==> src/rtl/instruction_memory_loader_pkg.sv <==
// Shared types and constants for the byte-serial instruction memory loader.
package instruction_memory_loader_pkg;

   typedef enum logic [2:0] {
      HDR_LO,
      HDR_HI,
      DATA,
      WRITE,
      DONE,
      LOADED,
      ERR
   } loader_state_t;

   localparam int INSTR_WIDTH    = 32;
   localparam int BYTES_PER_WORD = 4;
   localparam int HEADER_BYTES   = 2;

endpackage

==> src/rtl/instruction_memory_loader_if.sv <==
// Byte-stream input and instruction-memory write port of the loader.
interface instruction_memory_loader_if #(
   parameter int ADDR_WIDTH = 64
);
   import instruction_memory_loader_pkg::*;

   logic [7:0]             byte_in;
   logic                   byte_valid;
   logic                   byte_ready;
   logic                   mem_write_enable;
   logic [ADDR_WIDTH-1:0]  mem_address;
   logic [INSTR_WIDTH-1:0] mem_write_data;

   // Master is the byte source; it also observes the memory write side.
   modport master (
      output byte_in, byte_valid,
      input  byte_ready, mem_write_enable, mem_address, mem_write_data
   );

   modport slave (
      input  byte_in, byte_valid,
      output byte_ready, mem_write_enable, mem_address, mem_write_data
   );

endinterface

==> src/rtl/instruction_memory_loader_word_assembler.sv <==
// Collects four stream bytes into one little-endian 32-bit instruction word.
module loader_word_assembler
   import instruction_memory_loader_pkg::*;
(
   input  logic                   clock,
   input  logic                   reset,
   input  logic                   clear,
   input  logic                   accept,
   input  logic [7:0]             byte_in,
   output logic [INSTR_WIDTH-1:0] word_next,
   output logic                   word_complete
);

   logic [1:0]             byte_index;
   logic [INSTR_WIDTH-1:0] word;

   // Word as it will look once the current byte lands; lets the top register
   // the complete word on the same edge the 4th byte is accepted.
   always_comb begin
      word_next = word;
      word_next[8*byte_index +: 8] = byte_in;
   end

   assign word_complete = accept && (byte_index == 2'(BYTES_PER_WORD - 1));

   always_ff @(posedge clock) begin
      if (!reset || clear) begin
         byte_index <= '0;
         word       <= '0;
      end else if (accept) begin
         word       <= word_next;
         byte_index <= byte_index + 2'd1;
      end
   end

endmodule

==> src/rtl/instruction_memory_loader.sv <==
// Framed byte-stream program loader: writes N words to instruction memory and
// holds the CPU in reset until the whole program has been written.
module instruction_memory_loader
   import instruction_memory_loader_pkg::*;
#(
   parameter int                    ADDR_WIDTH      = 64,
   parameter int                    MEM_DEPTH_WORDS = 64,
   parameter logic [ADDR_WIDTH-1:0] BASE_ADDRESS    = '0
) (
   input  logic                        clock,
   input  logic                        reset,
   instruction_memory_loader_if.slave  bus,
   output logic                        cpu_hold,
   output logic                        load_done,
   output logic                        load_error
);

   loader_state_t          state;
   logic [15:0]            word_count;
   logic [15:0]            word_index;
   logic [15:0]            header_count;
   logic                   fire;
   logic [INSTR_WIDTH-1:0] word_next;
   logic                   word_complete;

   assign fire         = bus.byte_valid && bus.byte_ready;
   assign header_count = {bus.byte_in, word_count[7:0]};

   loader_word_assembler u_assembler (
      .clock         (clock),
      .reset         (reset),
      .clear         (state != DATA),
      .accept        (fire && (state == DATA)),
      .byte_in       (bus.byte_in),
      .word_next     (word_next),
      .word_complete (word_complete)
   );

   // NOTE: every output is a flop updated with <= so all of them change on the
   // same edge as the state; blocking assignments here would race the readers.
   always_ff @(posedge clock) begin
      if (!reset) begin
         state                <= HDR_LO;
         word_count           <= '0;
         word_index           <= '0;
         bus.byte_ready       <= 1'b1;
         bus.mem_write_enable <= 1'b0;
         bus.mem_address      <= BASE_ADDRESS;
         bus.mem_write_data   <= '0;
         cpu_hold             <= 1'b1;
         load_done            <= 1'b0;
         load_error           <= 1'b0;
      end else begin
         bus.mem_write_enable <= 1'b0;
         load_done            <= 1'b0;
         case (state)
            HDR_LO: if (fire) begin
               word_count[7:0] <= bus.byte_in;
               state           <= HDR_HI;
            end
            HDR_HI: if (fire) begin
               word_count <= header_count;
               if (header_count == 16'd0) begin
                  state          <= DONE;
                  load_done      <= 1'b1;
                  cpu_hold       <= 1'b0;
                  bus.byte_ready <= 1'b0;
               end else if (header_count > 16'(MEM_DEPTH_WORDS)) begin
                  state      <= ERR;
                  load_error <= 1'b1;
               end else begin
                  state <= DATA;
               end
            end
            DATA: if (word_complete) begin
               bus.mem_write_enable <= 1'b1;
               bus.mem_write_data   <= word_next;
               bus.mem_address      <= BASE_ADDRESS + (ADDR_WIDTH'(word_index) << 2);
               word_index           <= word_index + 16'd1;
               bus.byte_ready       <= 1'b0;
               state                <= WRITE;
            end
            // word_index already counts the word written this cycle.
            WRITE: if (word_index == word_count) begin
               state     <= DONE;
               load_done <= 1'b1;
               cpu_hold  <= 1'b0;
            end else begin
               bus.byte_ready <= 1'b1;
               state          <= DATA;
            end
            DONE:    state <= LOADED;
            LOADED:  state <= LOADED;
            ERR:     state <= ERR;
            default: state <= HDR_LO;
         endcase
      end
   end

endmodule

==> src/flat_wrapper.sv <==
// flat-port wrapper written by rule: the top's interface ports become plain ports
module instruction_memory_loader_flat import instruction_memory_loader_pkg::*;
#(
   parameter int                    ADDR_WIDTH      = 64,
   parameter int                    MEM_DEPTH_WORDS = 64,
   parameter logic [ADDR_WIDTH-1:0] BASE_ADDRESS    = '0
)
  (clock, reset, cpu_hold, load_done, load_error, bus_byte_in, bus_byte_valid, bus_byte_ready, bus_mem_write_enable, bus_mem_address, bus_mem_write_data);
  instruction_memory_loader_if #(.ADDR_WIDTH(ADDR_WIDTH)) bus_i ();
  input  logic clock;
  input  logic reset;
  output logic cpu_hold;
  output logic load_done;
  output logic load_error;
  input wire logic [$bits(bus_i.byte_in)-1:0] bus_byte_in;
  input wire logic [$bits(bus_i.byte_valid)-1:0] bus_byte_valid;
  output wire logic [$bits(bus_i.byte_ready)-1:0] bus_byte_ready;
  output wire logic [$bits(bus_i.mem_write_enable)-1:0] bus_mem_write_enable;
  output wire logic [$bits(bus_i.mem_address)-1:0] bus_mem_address;
  output wire logic [$bits(bus_i.mem_write_data)-1:0] bus_mem_write_data;
  assign bus_i.byte_in = bus_byte_in;
  assign bus_i.byte_valid = bus_byte_valid;
  assign bus_byte_ready = bus_i.byte_ready;
  assign bus_mem_write_enable = bus_i.mem_write_enable;
  assign bus_mem_address = bus_i.mem_address;
  assign bus_mem_write_data = bus_i.mem_write_data;
  instruction_memory_loader #(.ADDR_WIDTH(ADDR_WIDTH), .MEM_DEPTH_WORDS(MEM_DEPTH_WORDS), .BASE_ADDRESS(BASE_ADDRESS)) u_core (.clock(clock), .reset(reset), .bus(bus_i), .cpu_hold(cpu_hold), .load_done(load_done), .load_error(load_error));
endmodule
==> config.mk <==
export PLATFORM = sky130hd
export DESIGN_NAME = instruction_memory_loader_flat
export DESIGN_NICKNAME = d
export VERILOG_FILES = /design/src/rtl/instruction_memory_loader_pkg.sv /design/src/rtl/instruction_memory_loader_if.sv /design/src/rtl/instruction_memory_loader_word_assembler.sv /design/src/rtl/instruction_memory_loader.sv /design/src/flat_wrapper.sv
export SDC_FILE = /design/constraint.sdc
export NUM_CORES = 1
export LEC_CHECK = 0
export ABC_AREA = 1
export BUFFER_PORTS_ARGS = -buffer_cell sky130_fd_sc_hd__clkbuf_2
export CAP_MARGIN = 30
export CORE_MARGIN = 2
export CORE_UTILIZATION = 55
export DETAILED_ROUTE_END_ITERATION = 16
export PLACE_DENSITY = 0.8
export SETUP_SLACK_MARGIN = 0.02
export SLEW_MARGIN = 10
export SYNTH_ARGS = -nofsm -noshare
export SYNTH_HDL_FRONTEND = slang
export SYNTH_SLANG_ARGS = --single-unit
==> constraint.sdc <==
create_clock -name clock -period 2.3 [get_ports clock]
set_input_delay 0.345 -clock clock [delete_from_list [all_inputs] [get_ports clock]]
set_output_delay 0.345 -clock clock [all_outputs]
set_load 0.005 [all_outputs]
==> flow_summary.toml <==
[run_status]
outcome = "finished, final reports clean"

[sta]
max_freq_mhz = 507.8
slew_viol_final = 0
hold_viol = 0
finalSetupTns_ps = 0
rsz0062_at_grt = "no"
fin_skew_ps = 14.86
min_period_over_period = 0.8562
tightest_slew_ps = 555.0
setup_viol = 0
fin_crit_ps = 1969
slew_headroom = 0.6300

[grt]
grt_usage = 0.2452
grt_max_degree = 48
grt_overflow = 0
grt_pass1_vias = 4616
grt_pass1_wl_um = 21690
antenna_found_initial = 0

[logic_synthesis]
syn_avg_cell_area_um2 = 6.878
ys_types = 29
synth.ff_latch_count = 114
ys_seq_area_frac = 0.4116
synth-warning-count = 0
async_reset_ff_frac = 0
syn_area_um2 = 5544
netlist_instances = 806
synth_ff_type = "dfxtp_1"
synth_edf_count = 0

[cts]
cts_setup_buffers = 0
htreeDepth = 4
numCtsBuffers = 17
cts_max_path_buffers = 2
clk_pin_slew_ps = 60
cts_resized = 0
clk_latency_ps = 520
hold_buffers = 0
cts_tree = "built"
root_buffer = "clkbuf_8"
clock_sinks = 114

[drt]
routedWlPerCell_um = 13.20
route.detailed.drc = 0
wirelength_met1_um = 5555
top_layer_used = "met4"
dr.pass1.iters = 5
wl_met2_um = 6544
dr.first_iter.drc_count = 295
route.met3.wl_um = 866
vias = 5152
wl_um = 13370
viasPerCell = 5.086
postRouteAntennaNets = 0

[placed_design]
place_congestion = 0.9092
numPortBuffers = 63
dp_cells = 981
dp.final_hpwl_um = 8738

[layout]
instances_no_fill = 1013
drive_above_1_share = 0.1364
diodes = 0
fill_cells = 888
syn2layout_area_growth_pct = 15.68
num-nets-final = 884

[critical_path]
cp.arrival_ps = 2430
crit_required_ps = 2760
crit_buf_inv = 1
cp_top_family = "simple AND/OR/NAND/NOR gates"
path_class = "register to register"
critPathMaxFanout = 8
endpoint_kind = "register"
crit_slowest_cell = "nor2_1"
cp-start-kind = "register"
crit_chain = "inv_1 -> ha_1 -> nor2_1 -> nand3_1 -> o21ai_0 -> nor2_1 -> nor2_1"
path_common_cell = "nor2_1"
cpPeakStageDelay_ps = 440

[die]
die_h_um = 104.4
die_area_um2 = 10900
die_w_um = 104.4
rows = 36
core_um2 = 9774
start_util = 0.5672
io_pins = 112

[power_and_ir_drop]
leakagePower_nw = 2.903
powerDensity_nw_per_um2 = 962.3
max-vdd-ir-drop_uv = 528.1

[run]
drv_cap = 0

[min_path]
hold_path_class = "input pin to register"
## through the flow
stage / hold slack, ps / setup slack (ps) / total power, W / area [µm²] / utilization
global placement: 446.3 / 426.7 / 0.003336 / 5774 / 0.5908
finish: 225.9 / 330.7 / 0.006172 / 6414 / 0.6562
global route: 244.5 / 96.15 / 0.006452 / 6414 / 0.6562
CTS: 213.5 / 333.9 / 0.006182 / 6414 / 0.6562
floorplan: 428.9 / 330.6 / 0.003162 / 5720 / -
detailed placement: 445.9 / 354.4 / 0.003357 / 5774 / 0.5908
## Yosys cell counts (2+ instances only)
| library cell | instances | area, µm² |
|---|---|---|
| nand2_2 | 2 | 12.51 |
| nand2_1 | 156 | 585.6 |
| nor3_1 | 9 | 45.04 |
| o21ai_0 | 99 | 495.5 |
| buf_2 | 9 | 45.04 |
| a21oi_1 | 62 | 310.3 |
| a211oi_1 | 2 | 15.01 |
| nor2_2 | 2 | 12.51 |
| o22ai_1 | 8 | 50.05 |
| buf_6 | 2 | 22.52 |
| xor2_1 | 3 | 26.28 |
| dfxtp_1 | 114 | 2282 |
| inv_1 | 73 | 274.0 |
| nand3_1 | 39 | 195.2 |
| ha_1 | 6 | 75.07 |
| nand4_1 | 8 | 50.05 |
| nor2_1 | 129 | 484.2 |
| nor2_4 | 3 | 33.78 |
| inv_2 | 2 | 7.510 |
| clkbuf_1 | 18 | 67.56 |
| buf_4 | 52 | 390.4 |
## cell families (layout without fill, tap and decap cells)
family | count (synthesis) | after routing | share of synthesized area
AO/OA/AOI/OAI | 173 | 173 | 0.1593
other | 1 | 48 | 0.0006764
XOR/XNOR | 3 | 3 | 0.004740
AND/OR/NAND/NOR | 351 | 351 | 0.2618
buffers and inverters | 158 | 185 | 0.1483
flip-flops | 114 | 114 | 0.4116
adder cells (fa/ha/maj) | 6 | 6 | 0.01354
## path summary, 6_finish.rpt
path                             endpoint                        startpoint  depth (start not counted)  slack (ps)
max reg2reg  u_core.bus.mem_write_data[7]  u_core.u_assembler.byte_index[0]                          7         330
max          u_core.bus.mem_write_data[7]  u_core.u_assembler.byte_index[0]                          7         330
min reg2reg     u_core.bus.mem_address[5]         u_core.bus.mem_address[5]                          2         460
min                 u_core.word_count[15]                    bus_byte_in[7]                          3         230
## routing by layer
layer,vias to the layer above,track usage
met4,0,0.1062
li1,2618,-
met2,206,0.4188
met1,2293,0.2973
met5,-,0
met3,35,0.05138
## placed cells by master (no fill, tap or decap), drive strengths merged
cell	n
nand2	159
nor2	134
dfxtp	114
o21ai	100
clkbuf	81
inv	76
a21oi	62
conb	48
nand3	39
buf	13
nor3	9
nand4	8
o22ai	8
ha	6
clkinvlp	5
bufinv	5
clkinv	5
xor2	3
a211oi	2
and2	1
a21boi	1
or2	1
## where the power goes
part / leakage [nW] / internal, W / switching (W)
logic: 1.68 / 0.000348 / 0.000735
clock network: 0.299 / 0.00189 / 0.000933
registers: 0.922 / 0.00215 / 0.000120
## registers in the layout (all words and copies together), names as in the netlist
register / flops
u_core.u_assembler.byte_index: 2
u_core.word_index: 16
u_core.bus.mem_write_data: 32
u_core.state: 3
u_core.bus.mem_write_enable: 1
u_core.bus.byte_ready: 1
u_core.cpu_hold: 1
u_core.word_count: 16
u_core.u_assembler.word: 24
u_core.bus.mem_address: 16
u_core.load_error: 1
u_core.load_done: 1
## worst reg2reg max path, stage by stage, from the launching register on
cell and delay [ps]:
dfxtp_1 390, inv_1 120, ha_1 380, nor2_1 440, nand3_1 120, o21ai_0 260
nor2_1 80, nor2_1 130
## cell type report
type                       instances  area [µm²]  area share
inverter                          77       296.5     0.04623
timing repair buffer              76       412.9     0.06438
sequential                       114        2282      0.3558
multi-input combinational        581        2616      0.4079
clock buffer                      18       427.9     0.06672
tap                              133       166.4     0.02595
clock inverter                    14       211.5     0.03297
No activity file was read; power rests on OpenSTA's default activity.
